--- src/rtl/ncc_frame_controller.sv ---
// Frame sequencer for the template-matching pipeline: accepts lines,
// tracks them through the fixed-latency datapath and hands off frame sums.
module ncc_frame_controller #(
    parameter int NUM_OF_LINES = 16,
    parameter int PIPE_LAT     = 2,
    parameter int FRAME_CNT_W  = 16
) (
    input  logic                            CLK,
    input  logic                            reset,
    input  logic                            start,
    input  logic                            abort,
    input  logic                            line_valid,
    output logic                            line_ready,
    output logic                            line_fire,
    output logic                            acc_clr,
    output logic                            acc_en,
    output logic                            result_valid,
    input  logic                            result_ack,
    output logic                            done,
    output logic                            busy,
    output logic [$clog2(NUM_OF_LINES)-1:0] line_cnt,
    output logic [FRAME_CNT_W-1:0]          frame_cnt
);

    localparam int LCW = $clog2(NUM_OF_LINES);
    localparam int DW  = (PIPE_LAT > 1) ? $clog2(PIPE_LAT) : 1;

    localparam logic [LCW-1:0] LAST_LINE = LCW'(NUM_OF_LINES - 1);
    localparam logic [DW-1:0]  LAST_DRN  = DW'(PIPE_LAT - 1);

    localparam logic [2:0] IDLE   = 3'd0;
    localparam logic [2:0] CLEAR  = 3'd1;
    localparam logic [2:0] STREAM = 3'd2;
    localparam logic [2:0] DRAIN  = 3'd3;
    localparam logic [2:0] DONE   = 3'd4;

    logic [2:0]             state_q, state_d;
    logic [LCW-1:0]         line_cnt_q, line_cnt_d;
    logic [DW-1:0]          drain_q, drain_d;
    logic [PIPE_LAT-1:0]    pipe_v_q, pipe_v_d;
    logic [FRAME_CNT_W-1:0] frame_q, frame_d;
    logic                   done_q, done_d;

    assign line_ready   = (state_q == STREAM);
    assign line_fire    = line_valid & line_ready;
    assign acc_clr      = (state_q == CLEAR);
    assign acc_en       = pipe_v_q[PIPE_LAT-1];
    assign result_valid = (state_q == DONE);
    assign done         = done_q;
    assign busy         = (state_q != IDLE);
    assign line_cnt     = line_cnt_q;
    assign frame_cnt    = frame_q;

    always_comb begin
        state_d    = state_q;
        line_cnt_d = line_cnt_q;
        drain_d    = drain_q;
        frame_d    = frame_q;
        done_d     = 1'b0;
        // Every accepted line walks the shift register in all states
        pipe_v_d   = (pipe_v_q << 1) | PIPE_LAT'(line_fire);
        if (abort && (state_q != IDLE)) begin
            state_d    = IDLE;
            pipe_v_d   = '0;
            drain_d    = '0;
            line_cnt_d = '0;
        end else begin
            case (state_q)
                IDLE: begin
                    if (start) state_d = CLEAR;
                end
                CLEAR: begin
                    line_cnt_d = '0;
                    state_d    = STREAM;
                end
                STREAM: begin
                    if (line_fire) begin
                        if (line_cnt_q == LAST_LINE) state_d = DRAIN;
                        else line_cnt_d = line_cnt_q + LCW'(1);
                    end
                end
                DRAIN: begin
                    if (drain_q == LAST_DRN) begin
                        drain_d = '0;
                        state_d = DONE;
                        done_d  = 1'b1;
                    end else begin
                        drain_d = drain_q + DW'(1);
                    end
                end
                DONE: begin
                    if (result_ack) begin
                        frame_d = frame_q + FRAME_CNT_W'(1);
                        state_d = IDLE;
                    end
                end
                default: state_d = IDLE;
            endcase
        end
    end

    always_ff @(posedge CLK or negedge reset) begin
        if (!reset) begin
            state_q    <= IDLE;
            line_cnt_q <= '0;
            drain_q    <= '0;
            pipe_v_q   <= '0;
            frame_q    <= '0;
            done_q     <= 1'b0;
        end else begin
            state_q    <= state_d;
            line_cnt_q <= line_cnt_d;
            drain_q    <= drain_d;
            pipe_v_q   <= pipe_v_d;
            frame_q    <= frame_d;
            done_q     <= done_d;
        end
    end

endmodule

--- config.mk ---
export PLATFORM = sky130hd
export DESIGN_NAME = ncc_frame_controller
export DESIGN_NICKNAME = d
export VERILOG_FILES = /design/src/rtl/ncc_frame_controller.sv
export SDC_FILE = /design/constraint.sdc
export NUM_CORES = 1
export LEC_CHECK = 0
export CORE_UTILIZATION = 48
export DETAILED_ROUTE_END_ITERATION = 7
export GPL_ROUTABILITY_DRIVEN = 0
export GPL_TIMING_DRIVEN = 0
export PLACE_DENSITY = 0.8
export SYNTH_ARGS = -nofsm -noshare
export SYNTH_HDL_FRONTEND = slang
export SYNTH_SLANG_ARGS = --single-unit
--- constraint.sdc ---
create_clock -name CLK -period 2.16 [get_ports CLK]
set_input_delay 0.648 -clock CLK [delete_from_list [all_inputs] [get_ports CLK]]
set_output_delay 0.648 -clock CLK [all_outputs]
set_load 0.03 [all_outputs]
==> summary.md, run 1 <==
| Metric | Value |
|---|---|
| Final period util | `98.3%` |
| Mux cell area share after synthesis | `3.13%` |
| R2R setup slack | `0.23 ns` |
| VDD IR-drop max | `0.415 mV` |
| MaxCap Viol Count | `0` |
| CTS tree | `yes` |
| Max clock buf depth | `2` |
| Post-synth EDFFs | `0` |
| Total design power | `1.02 mW` |
| Pre-CTS setup slack | `-0.514 ns` |
| CP Data Required Time | `1.51 ns` |
| Fraction of the mapped netlist area in simple logic gates | `23.3%` |
| Syn avg cell area | `10.7 sq um` |
| Nets | `173` |
| Compound-Gate Fraction of Synth Area | `6.46%` |
| Final setup margin | `0.0357 ns` |
| HPWL Detailed | `1860 um` |
| Dominant synthesized flop cell | `dfrtp_1` |
| Final ANT Viol Nets | `0` |
| Critical Path Most Common Cell | `buf_6` |
| Drt pass-1 iters | `4` |
| Cell Count, Final, Fillers Out | `194` |
| Global-route usage over all layers | `18.8%` |
| Power per cell area | `567 nW/um^2` |
| CP cell instances | `buf_6 > or3b_4 > inv_4 > buf_6` |
| Cts hold-fix bufs | `0` |
| Largest net degree at the start of global routing | `28` |
| Reg2reg end | `frame_cnt[15]` |
| Worst hold stages | `1` |
| Distinct cells, synth | `34` |
| GRT overflow | `0` |
| Placed Cells | `185` |
| Fin crit period | `2.12 ns` |
| Unrepaired setup endpoints after global routing | `true` |
| CP Capture Type | `output pin` |
| Final hold viol count | `0` |
| Critical-path top delay cell | `or3b_4` |
| Ports | `33` |
| Slew headroom | `21.1%` |
| # diodes | `0` |
| Total clock sinks | `27` |
| Share of the synthesized area in the top cell type | `51.3%` |
| Die height | `54.4 um` |
| Final setup violation count | `0` |
| Worst Path Arrival | `1.48 ns` |
| Worst Hold Class | `reg2reg` |
| Worst path bufs/invs | `3` |
| Slew Viols, Final | `0` |
| Fillers | `173` |
| Crit path kind | `reg2out` |
| Syn-to-layout area delta | `36.0%` |
| Chip Width | `54.4 um` |
| Mapped Nets | `131` |
| Skew final | `0.00740 ns` |
| Worst-path clk slew | `0.14 ns` |
| Yosys warning total | `0` |
| Cell taking the most area after synthesis | `dfrtp_1` |
| Post-Synth Adder-Cell Area | `1.90%` |
| Largest family of logic cells by synthesized area | `simple AND/OR/NAND/NOR gates` |
| Skew-Pair Late Insertion Delay | `0.32 ns` |
| I/O Buffers | `32` |
| H-tree Lvls | `1` |
| Vias in the first global route | `910` |
| Drt drc | `0` |
| Mapped cell area | `1320 sq um` |
| First-pass GRT wire length | `3960 um` |
| FP Rows | `18` |
| Maximum clock frequency | `471 MHz` |
| Starting Density | `51.8%` |
| Clock root cell | `clkbuf_4` |
| Die area | `2960 sq um` |
| DR vias | `1043` |
| Worst Hold Path EP | `frame_cnt[15]` |
| Num CTS Buffers | `3` |
| Worst-Margin Slew | `1.18 ns` |
| Core footprint | `2540 sq um` |
| P_leak | `0.914 nW` |
| Critical path depth in cells | `4` |
| R2R Path Start | `state_q[0]` |
| Hold Crit Start | `frame_cnt[15]` |
| Outcome | `completed` |
| Post-synthesis sequential area ratio | `51.3%` |
| Post-Synthesis Cells | `123` |
| Routed WL | `2600 um` |
| R2R cell count | `6` |
| Top cells by area, synth | `dfrtp_1 (51%), xnor2_1 (9.3%), nand2_1 (4.3%), nor4_4 (3.2%), nand3_1 (3.0%)` |
| Crit-path leading delay family | `simple AND/OR/NAND/NOR gates` |
| Critical-path maximum fanout | `8` |
| Initial antenna violation count | `0` |
| Via density | `5.38` |
| Fraction of layout cells with a size suffix above 1 | `18.9%` |
| Seq cells post-synth | `27` |
| Drt wl/cell | `13.4 um` |
| 1st-iter DRT viols | `14` |
| XOR/XNOR share of the synthesized area | `9.97%` |
| Critical Path Source Type | `register` |
| FFs w/ async S/R, synth | `100%` |
| Worst path max stage delay | `0.42 ns` |
where the power goes:
group	switching, mW	internal, mW
Combinational	0.144	0.113
Clock	0.142	0.0694
Sequential	0.0207	0.527
Total	0.306	0.709
worst reg2reg max path: stages, from the launching register on:
cell	delay, ns
dfrtp_1	0.40
buf_6	0.13
or3b_4	0.42
buf_4	0.16
nor4_4	0.41
nand4_2	0.16
xnor2_1	0.15
state kept, by name, summed over array words and instances (netlist names):
signal / flops
done: 1
state_q: 3
pipe_v_q: 2
drain_q: 1
frame_cnt: 16
line_cnt: 4
synth_stat cells (all sizes together) (3+ instances only):
| cell | count |
|---|---|
| clkbuf | 3 |
| dfrtp | 27 |
| inv | 8 |
| mux2i | 3 |
| nand2 | 15 |
| nand3 | 8 |
| nand4 | 6 |
| nor2 | 7 |
| nor2b | 3 |
| nor3 | 3 |
| xnor2 | 14 |
cells by family (layout without fill, tap and decap cells):
kind of cell	after synthesis	in the layout
and+or+nand+nor	52	52
xor gates and xnor gates	15	15
buffers and inverters	12	53
AOI/OAI and AO/OA	11	11
adders and majority gates	2	2
DFF	27	27
muxes	4	4
layout by cell type, fill, tap and decap left out, drive strengths merged, types with 3 or more instances in the layout:
master / count
dfrtp: 27
nand4: 6
nor2b: 3
mux2i: 3
clkbuf: 6
clkdlybuf4s50: 20
dlymetal6s2s: 7
buf: 11
nor3: 3
nand2: 15
nand3: 8
xnor2: 14
nor2: 7
inv: 8
timing repair:
item	in CTS	in global routing
hold endpoints to repair	0	0
setup endpoints to repair	6	13
pin swaps	1	1
gates resized for setup	37	15
buffers inserted	0	5
cell type report:
class	count	area [sq um]	area share [%]
clock buffer	3	22.5	1.26
tap	30	37.5	2.09
buffer	4	31.3	1.75
inverter	8	32.5	1.82
multi-input combinational	84	618	34.5
clock inverter	1	5.00	0.279
timing repair buffer	37	369	20.6
sequential	27	676	37.7
stage by stage:
step	setup TNS (ns)	hold slack (ns)	instance area [sq um]	util (%)
after floorplan	0	0.352	1320	-
after global placement	-2.62	0.460	1680	66.0
after detailed placement	-2.92	0.463	1680	66.0
after CTS	0	0.487	1730	68.1
after global routing	-0.0322	0.502	1790	70.4
final	0	0.484	1790	70.4
worst max-delay path by stage:
stage / slack (ns) / endpoint / startpoint
2_1_floorplan: 0.03 / line_cnt[0] / state_q[2]
3_3_place_gp: -0.50 / line_fire / line_valid
3_5_place_dp: -0.51 / line_fire / line_valid
4_1_cts: 0.003 / frame_cnt[3] / frame_cnt[3]
5_1_grt: -0.02 / result_valid / state_q[0]
6_report: 0.04 / result_valid / state_q[0]
routing by layer:
layer	track usage, %	part of all wire, %	vias to the layer above
li1	-	-	510
met1	25.7	47	502
met2	31.1	48	29
met3	3.33	3.9	2
met4	3.85	0.73	0
met5	0	0	-
(Power assumes the default switching activity.)
==> run 2, diff against run 1 <==
--- a/config.mk
+++ b/config.mk
@@ -5,7 +5,8 @@
 export SDC_FILE = /design/constraint.sdc
 export NUM_CORES = 1
 export LEC_CHECK = 0
-export CORE_UTILIZATION = 48
+export ABC_AREA = 1
+export CORE_UTILIZATION = 50
 export DETAILED_ROUTE_END_ITERATION = 7
 export GPL_ROUTABILITY_DRIVEN = 0
 export GPL_TIMING_DRIVEN = 0
==> run 2 against run 1 <==
Compared with the run above:
- synthesized area up 20%
- critical path depth down 3
- clock-buffer cell count up 1
- sequential power increased by 23%
- via count increased by 40%
- sequential share of layout area down 4.2 points
- global-route usage rose by 1.6 points
- cell area grew 13%
- utilization decreased by 3.7 points
- critical path type unchanged
- largest power group is now combinational cells
==> summary.md, run 2 <==
| Metric | Value |
|---|---|
| Outcome | `completed` |
| Most frequent cells in the layout | `nand2_1 (77), nor2_1 (32), dfrtp_1 (26)` |
| Drt pass-1 iters | `4 (unchanged)` |
| Core footprint | `3030 sq um (+19%)` |
| FFs w/ async S/R, synth | `100% (unchanged)` |
| Total clock sinks | `27 (unchanged)` |
| Worst-path clk slew | `0.15 ns (about the same)` |
| Fin crit period | `2.11 ns (-0.0190 ns)` |
| Largest net degree at the start of global routing | `28 (unchanged)` |
| CP cell instances | `clkdlybuf4s50_1` |
| Power per cell area | `812 nW/um^2 (+43%)` |
| Yosys warning total | `0 (unchanged)` |
| FP Rows | `20 (+2)` |
| Skew-Pair Late Insertion Delay | `0.33 ns (about the same)` |
| Layout Utilization | `66.7% (-3.7 points)` |
| Die height | `58.2 um (+7.1%)` |
| Die area | `3390 sq um (+15%)` |
| HPWL Detailed | `2320 um (+24%)` |
| Post-Synthesis Cells | `219 (+78%)` |
| Crit-path leading delay family | `buffers and inverters` |
| Setup crit start | `frame_cnt[4]` |
| Worst hold stages | `2 (+1)` |
| Num CTS Buffers | `3 (unchanged)` |
| Post-route cell area | `2020 sq um (+13%)` |
| Drt wl/cell | `10.6 um (-21%)` |
| Routed WL | `3190 um (+23%)` |
| DR vias | `1461 (+40%)` |
| Worst Hold Class | `reg2reg` |
| Slew Viols, Final | `0 (unchanged)` |
| Most common cell after layout, fill and taps aside | `nand2_1` |
| Critical path depth in cells | `1 (-3)` |
| Slew headroom | `71.8% (+51 points)` |
| First-pass GRT wire length | `5370 um (+36%)` |
| # diodes | `0 (unchanged)` |
| Cell Count, Final, Fillers Out | `300 (+55%)` |
| Worst-Margin Slew | `0.421 ns (-0.758 ns)` |
| MaxCap Viol Count | `0 (unchanged)` |
| Clock root cell | `clkbuf_4` |
| H-tree Lvls | `1 (unchanged)` |
| Via density | `4.87 (-9.4%)` |
| Placed Cells | `295 (+59%)` |
| GRT overflow | `0 (unchanged)` |
| Post-synthesis sequential area ratio | `42.7% (-8.6 points)` |
| Critical-path maximum fanout | `4 (-4)` |
| Crit path kind | `reg2out` |
| P_leak | `1.20 nW (+31%)` |
| Hold Crit Start | `pipe_v_q[0]` |
| VDD IR-drop max | `0.533 mV (+28%)` |
| Top-count cell post-synth | `nand2_1` |
| R2R cell count | `7 (+1)` |
| Fraction of layout cells with a size suffix above 1 | `8.59% (-10 points)` |
| Final setup violation count | `0 (unchanged)` |
| Syn avg cell area | `7.22 sq um (-33%)` |
| Top cells by area, synth | `dfrtp_1 (43%), nand2_1 (18%), nor2_1 (7.6%), inv_1 (5.7%), xor2_1 (4.4%)` |
| Worst Path Arrival | `1.46 ns (-0.02 ns)` |
| Cell taking the most area after synthesis | `dfrtp_1` |
| R2R Path Start | `frame_cnt[1]` |
| Post-synth EDFFs | `0 (unchanged)` |
| Largest register FFs | `16 (unchanged)` |
| CTS tree | `yes` |
| Distinct cells, synth | `21 (-38%)` |
| Vias in the first global route | `1277 (+40%)` |
| Initial antenna violation count | `0 (unchanged)` |
| Final period util | `97.5% (-0.88 points)` |
| Fillers | `262 (+51%)` |
| Placed Area | `1960 sq um (+16%)` |
| Worst path bufs/invs | `1 (-2)` |
| Seq cells post-synth | `27 (unchanged)` |
| Synth cell count leaders | `nand2_1 (77), nor2_1 (32), dfrtp_1 (27)` |
| Cts hold-fix bufs | `0 (unchanged)` |
| 1st-iter DRT viols | `49 (+35)` |
| Skew final | `0.0149 ns (+0.00745 ns)` |
| CP Data Required Time | `1.51 ns (about the same)` |
| Critical Path Source Type | `register` |
| Share of the synthesized area in the top cell type | `42.7% (-8.6 points)` |
| Nets | `265 (+53%)` |
| Final hold viol count | `0 (unchanged)` |
| Worst path max stage delay | `0.69 ns (+0.27 ns)` |
| Maximum clock frequency | `475 MHz (+0.90%)` |
| Chip Width | `58.2 um (+7.1%)` |
| I/O Buffers | `32 (unchanged)` |
| Unrepaired setup endpoints after global routing | `false` |
| CP Capture Type | `output pin` |
| Final ANT Viol Nets | `0 (unchanged)` |
| Max clock buf depth | `2 (unchanged)` |
| Hold slack | `0.494 ns (+0.0100 ns)` |
| Mapped Nets | `227 (+73%)` |
| Syn-to-layout area delta | `27.8%` |
| Dominant synthesized flop cell | `dfrtp_1` |
| Global-route usage over all layers | `20.4% (+1.6 points)` |
| Mapped cell area | `1580 sq um (+20%)` |
| Drt drc | `0 (unchanged)` |
| Starting Density | `52.2% (+0.46 points)` |
| Ports | `33 (unchanged)` |
| Critical-path top delay cell | `clkdlybuf4s50_1` |
-- run 2: cell count changes in the layout (fill, tap and decap cells not counted), moves of 6 or more --
cell / change
clkdlybuf4s50_1: -6
inv_1: +18
nand2_1: +63
nor2_1: +25
o21ai_0: +10
xnor2_1: -13
xor2_1: +7
-- run 2: kinds of logic after synthesis --
kind of cell	after synthesis	share of synthesized area, %
compound gates	13	4.35
xor+xnor	9	4.98
fa+ha+maj	2	1.58
buf+inv	29	7.91
flops	27	42.7
simple gates	139	38.4
-- run 2: area by class of cell --
type / count / area, sq um / share of cell area, %
Inverter: 27 / 105 / 5.20
Timing Repair Buffer: 33 / 354 / 17.5
Clock buffer: 4 / 26.3 / 1.30
Buffer: 2 / 22.5 / 1.11
Multi-Input combinational cell: 163 / 781 / 38.6
Sequential cell: 27 / 677 / 33.5
Tap cell: 44 / 55.1 / 2.72
-- run 2: worst paths after layout --
check                                end  slack (ns)
min in group asynchronous  frame_cnt[13]        0.60
hold / removal               pipe_v_q[1]        0.49
max in group asynchronous    line_cnt[0]        1.11
setup / recovery            frame_cnt[4]        0.05
hold reg to reg              pipe_v_q[1]        0.49
setup reg to reg            frame_cnt[8]        0.70
-- run 2: layer usage --
metal | GRT usage (%) | vias to the layer above | part of all wire, %
met5 | 0 | - | 0
met3 | 2.01 | 2 | 3.3
li1 | - | 759 | -
met1 | 25.9 | 664 | 47
met2 | 36.5 | 36 | 49
met4 | 6.80 | 0 | 0.41
-- run 2: power breakdown --
group / internal [mW] / switching, mW
registers: 0.586 / 0.0903
logic: 0.260 / 0.485
clock network: 0.0722 / 0.147
total: 0.919 / 0.722
-- run 2: what timing repair did --
action,in CTS,in global routing
setup buffers,0,0
resized for setup,14,21
endpoints found under the setup margin,6,16
hold endpoints to repair,0,0
-- run 2: per-stage QoR --
step | setup slack [ns] | setup TNS (ns) | total power, mW
floorplan | 0.405 | 0 | 1.19
global placement | -0.476 | -0.476 | 1.44
global route | 0.00237 | 0 | 1.76
finish | 0.0547 | 0 | 1.64
CTS | 0.00692 | 0 | 1.66
detailed placement | -0.468 | -0.468 | 1.45
==> run 3, diff against run 2 <==
--- a/config.mk
+++ b/config.mk
@@ -14,3 +14,4 @@
 export SYNTH_ARGS = -nofsm -noshare
 export SYNTH_HDL_FRONTEND = slang
 export SYNTH_SLANG_ARGS = --single-unit
+export TNS_END_PERCENT = 50
==> constraint.sdc (replaced) <==
create_clock -name CLK -period 2.1 [get_ports CLK]
set_input_delay 0.63 -clock CLK [delete_from_list [all_inputs] [get_ports CLK]]
set_output_delay 0.63 -clock CLK [all_outputs]
set_load 0.03 [all_outputs]
==> run 3 against run 2 <==
Compared with the run above:
- clock-buffer cell count unchanged
- sequential power increased by 3%
- routed wire length increased by 0.31%
- setup slack improved by 0.022 ns
- die area unchanged
- sequential cell count unchanged
- critical path type unchanged
- highest routed layer unchanged
==> summary.md, run 3 (same netlist as run 2, synthesis figures left out) <==
| Metric | Value |
|---|---|
| Outcome | `completed` |
| Final ANT Viol Nets | `0 (unchanged)` |
| Power per cell area | `830 nW/um^2 (+2.3%)` |
| Max clock buf depth | `2 (unchanged)` |
| H-tree Lvls | `1 (unchanged)` |
| I/O Buffers | `32 (unchanged)` |
| Comb pwr share | `44.9% (-0.5 points)` |
| Drt drc | `0 (unchanged)` |
| Largest register FFs | `16 (unchanged)` |
| Switching Share | `44.4% (+0.43 points)` |
| Clock root cell | `clkbuf_4` |
| P_leak | `1.17 nW (-2.5%)` |
| CTS tree | `yes` |
| Hold Crit Start | `pipe_v_q[0]` |
| Starting Density | `52.2% (unchanged)` |
| Most frequent cells in the layout | `nand2_1 (77), nor2_1 (32), dfrtp_1 (26)` |
| Critical Path Source Type | `register` |
| Num CTS Buffers | `3 (unchanged)` |
| Final period util | `96.4%` |
| Slew headroom | `71.7% (-0.14 points)` |
| DR vias | `1451 (-0.68%)` |
| First-pass GRT wire length | `5420 um (+1.0%)` |
| Global-route usage over all layers | `20.7% (+0.24 points)` |
| NetSw | `0.743 mW (+2.9%)` |
| Core footprint | `3030 sq um (unchanged)` |
| Routed WL | `3200 um (+0.31%)` |
| Pre-CTS setup slack | `-0.492 ns (-0.0240 ns)` |
| Worst Path Arrival | `1.39 ns (-0.07 ns)` |
| Internal power | `0.929 mW (+1.1%)` |
| Cts hold-fix bufs | `0 (unchanged)` |
| Maximum clock frequency | `494 MHz` |
| Skew-Pair Late Insertion Delay | `0.33 ns (about the same)` |
| Worst Hold Class | `reg2reg` |
| # diodes | `0 (unchanged)` |
| MaxCap Viol Count | `0 (unchanged)` |
| CP Data Required Time | `1.47 ns (-0.04 ns)` |
| Total clock sinks | `27 (unchanged)` |
| CP Capture Type | `output pin` |
| Fraction of layout cells with a size suffix above 1 | `8.59% (unchanged)` |
| 1st-iter DRT viols | `50 (+2.0%)` |
| Worst-Margin Slew | `0.424 ns (+0.00206 ns)` |
| Largest net degree at the start of global routing | `28 (unchanged)` |
| Via density | `4.84 (-0.68%)` |
| Worst hold stages | `2 (unchanged)` |
| Placed Cells | `295 (unchanged)` |
| Most common cell after layout, fill and taps aside | `nand2_1` |
| Fin crit period | `2.02 ns` |
| Slew Viols, Final | `0 (unchanged)` |
| Crit path kind | `reg2out` |
| Vias in the first global route | `1285 (+0.63%)` |
| Ports | `33 (unchanged)` |
| R2R setup slack | `0.65 ns (-0.05 ns)` |
| VDD IR-drop max | `0.547 mV (+2.6%)` |
| Worst Hold Path EP | `pipe_v_q[1]` |
| Unrepaired setup endpoints after global routing | `false` |
| Die height | `58.2 um (unchanged)` |
| Drt wl/cell | `10.7 um (+0.31%)` |
| Final setup margin | `0.0763 ns (+0.0217 ns)` |
| Cell Count, Final, Fillers Out | `300 (unchanged)` |
| Critical-path top delay cell | `dfrtp_1` |
| Nets | `265 (unchanged)` |
| Final hold viol count | `0 (unchanged)` |
| CP cell instances | `buf_6 > nor3_4 > clkdlybuf4s18_2` |
| Skew final | `0.0154 ns (+0.000584 ns)` |
| FP Rows | `20 (unchanged)` |
| Syn-to-layout area delta | `27.3%` |
| Hold slack | `0.495 ns (+0.0000630 ns)` |
| Worst-path clk slew | `0.14 ns (about the same)` |
| Final setup violation count | `0 (unchanged)` |
| HPWL Detailed | `2320 um (unchanged)` |
| Sequential share of power | `41.6% (+0.4 points)` |
| GRT overflow | `0 (unchanged)` |
| Drt pass-1 iters | `4 (unchanged)` |
| R2R Path Start | `frame_cnt[1]` |
| Die area | `3390 sq um (unchanged)` |
| Worst path max stage delay | `0.40 ns (-0.29 ns)` |
| Critical-path maximum fanout | `8 (+4)` |
| Initial antenna violation count | `0 (unchanged)` |
| R2R cell count | `7 (unchanged)` |
| Clock power frac | `13.6% (+0.2 points)` |
| Reg2reg end | `frame_cnt[8]` |
| Chip Width | `58.2 um (unchanged)` |
-- run 3: cell count changes in the layout (fill, tap and decap cells not counted) --
cell / change
buf_2: +1
clkbuf_2: -2
clkdlybuf4s18_2: +1
clkdlybuf4s50_1: -8
dlygate4sd2_1: +8
inv_2: +1
inv_4: -1
-- run 3: metrics by stage --
stage          instance area (sq um)  total power, mW  setup TNS (ns)  util, %
2_1_floorplan                   1580             1.22               0        -
3_3_place_gp                    1960             1.48          -0.500     64.6
3_5_place_dp                    1960             1.50          -0.804     64.6
4_1_cts                         1970             1.70        -0.00395     65.2
5_1_grt                         2010             1.80               0     66.5
6_report                        2010             1.67               0     66.5
-- run 3: area by class of cell --
class	instances	area, sq um
multi-input cells	163	781
well taps	44	55.1
repair buffers	33	349
inverters	27	103
flip-flops and latches	27	677
clock buffers	4	26.3
fillers	262	1010
plain buffers	2	22.5
-- run 3: worst max path at each step --
stage,start,to,slack [ns],depth (start not counted)
after floorplan,line_valid,line_fire,0.38,2
after global placement,line_valid,line_fire,-0.50,4
after detailed placement,line_valid,line_fire,-0.49,4
after CTS,line_valid,line_fire,-0.004,4
after global routing,state_q[1],result_valid,0.003,3
final,state_q[1],result_valid,0.08,3
-- run 3: power groups by stage --
stage                     combinational (mW)  sequential (mW)  clock, mW
after floorplan                        0.432            0.791          0
after global placement                 0.781            0.704          0
after detailed placement               0.790            0.706          0
after CTS                              0.764            0.696      0.237
after global routing                   0.831            0.710      0.255
final                                  0.750            0.695      0.227
-- run 3: worst max-delay path, delay by kind of cell, from the launching register on --
kind / cells / cell delay [ns]
and+or+nand+nor: 1 / 0.21
DFF: 1 / 0.40
buffers and inverters: 2 / 0.47
-- run 3: repair_timing --
action,in CTS,in global routing
setup endpoints to repair,14,16
resized for setup,26,19
buffers inserted,0,0
-- run 3: per-layer routing --
layer  wire, um  up-vias  global-route usage, %
met4         13        0                   6.80
met2       1570       32                   37.4
met5          0        -                      0
li1           -      759                      -
met3        111        2                   2.01
met1       1500      658                   25.8
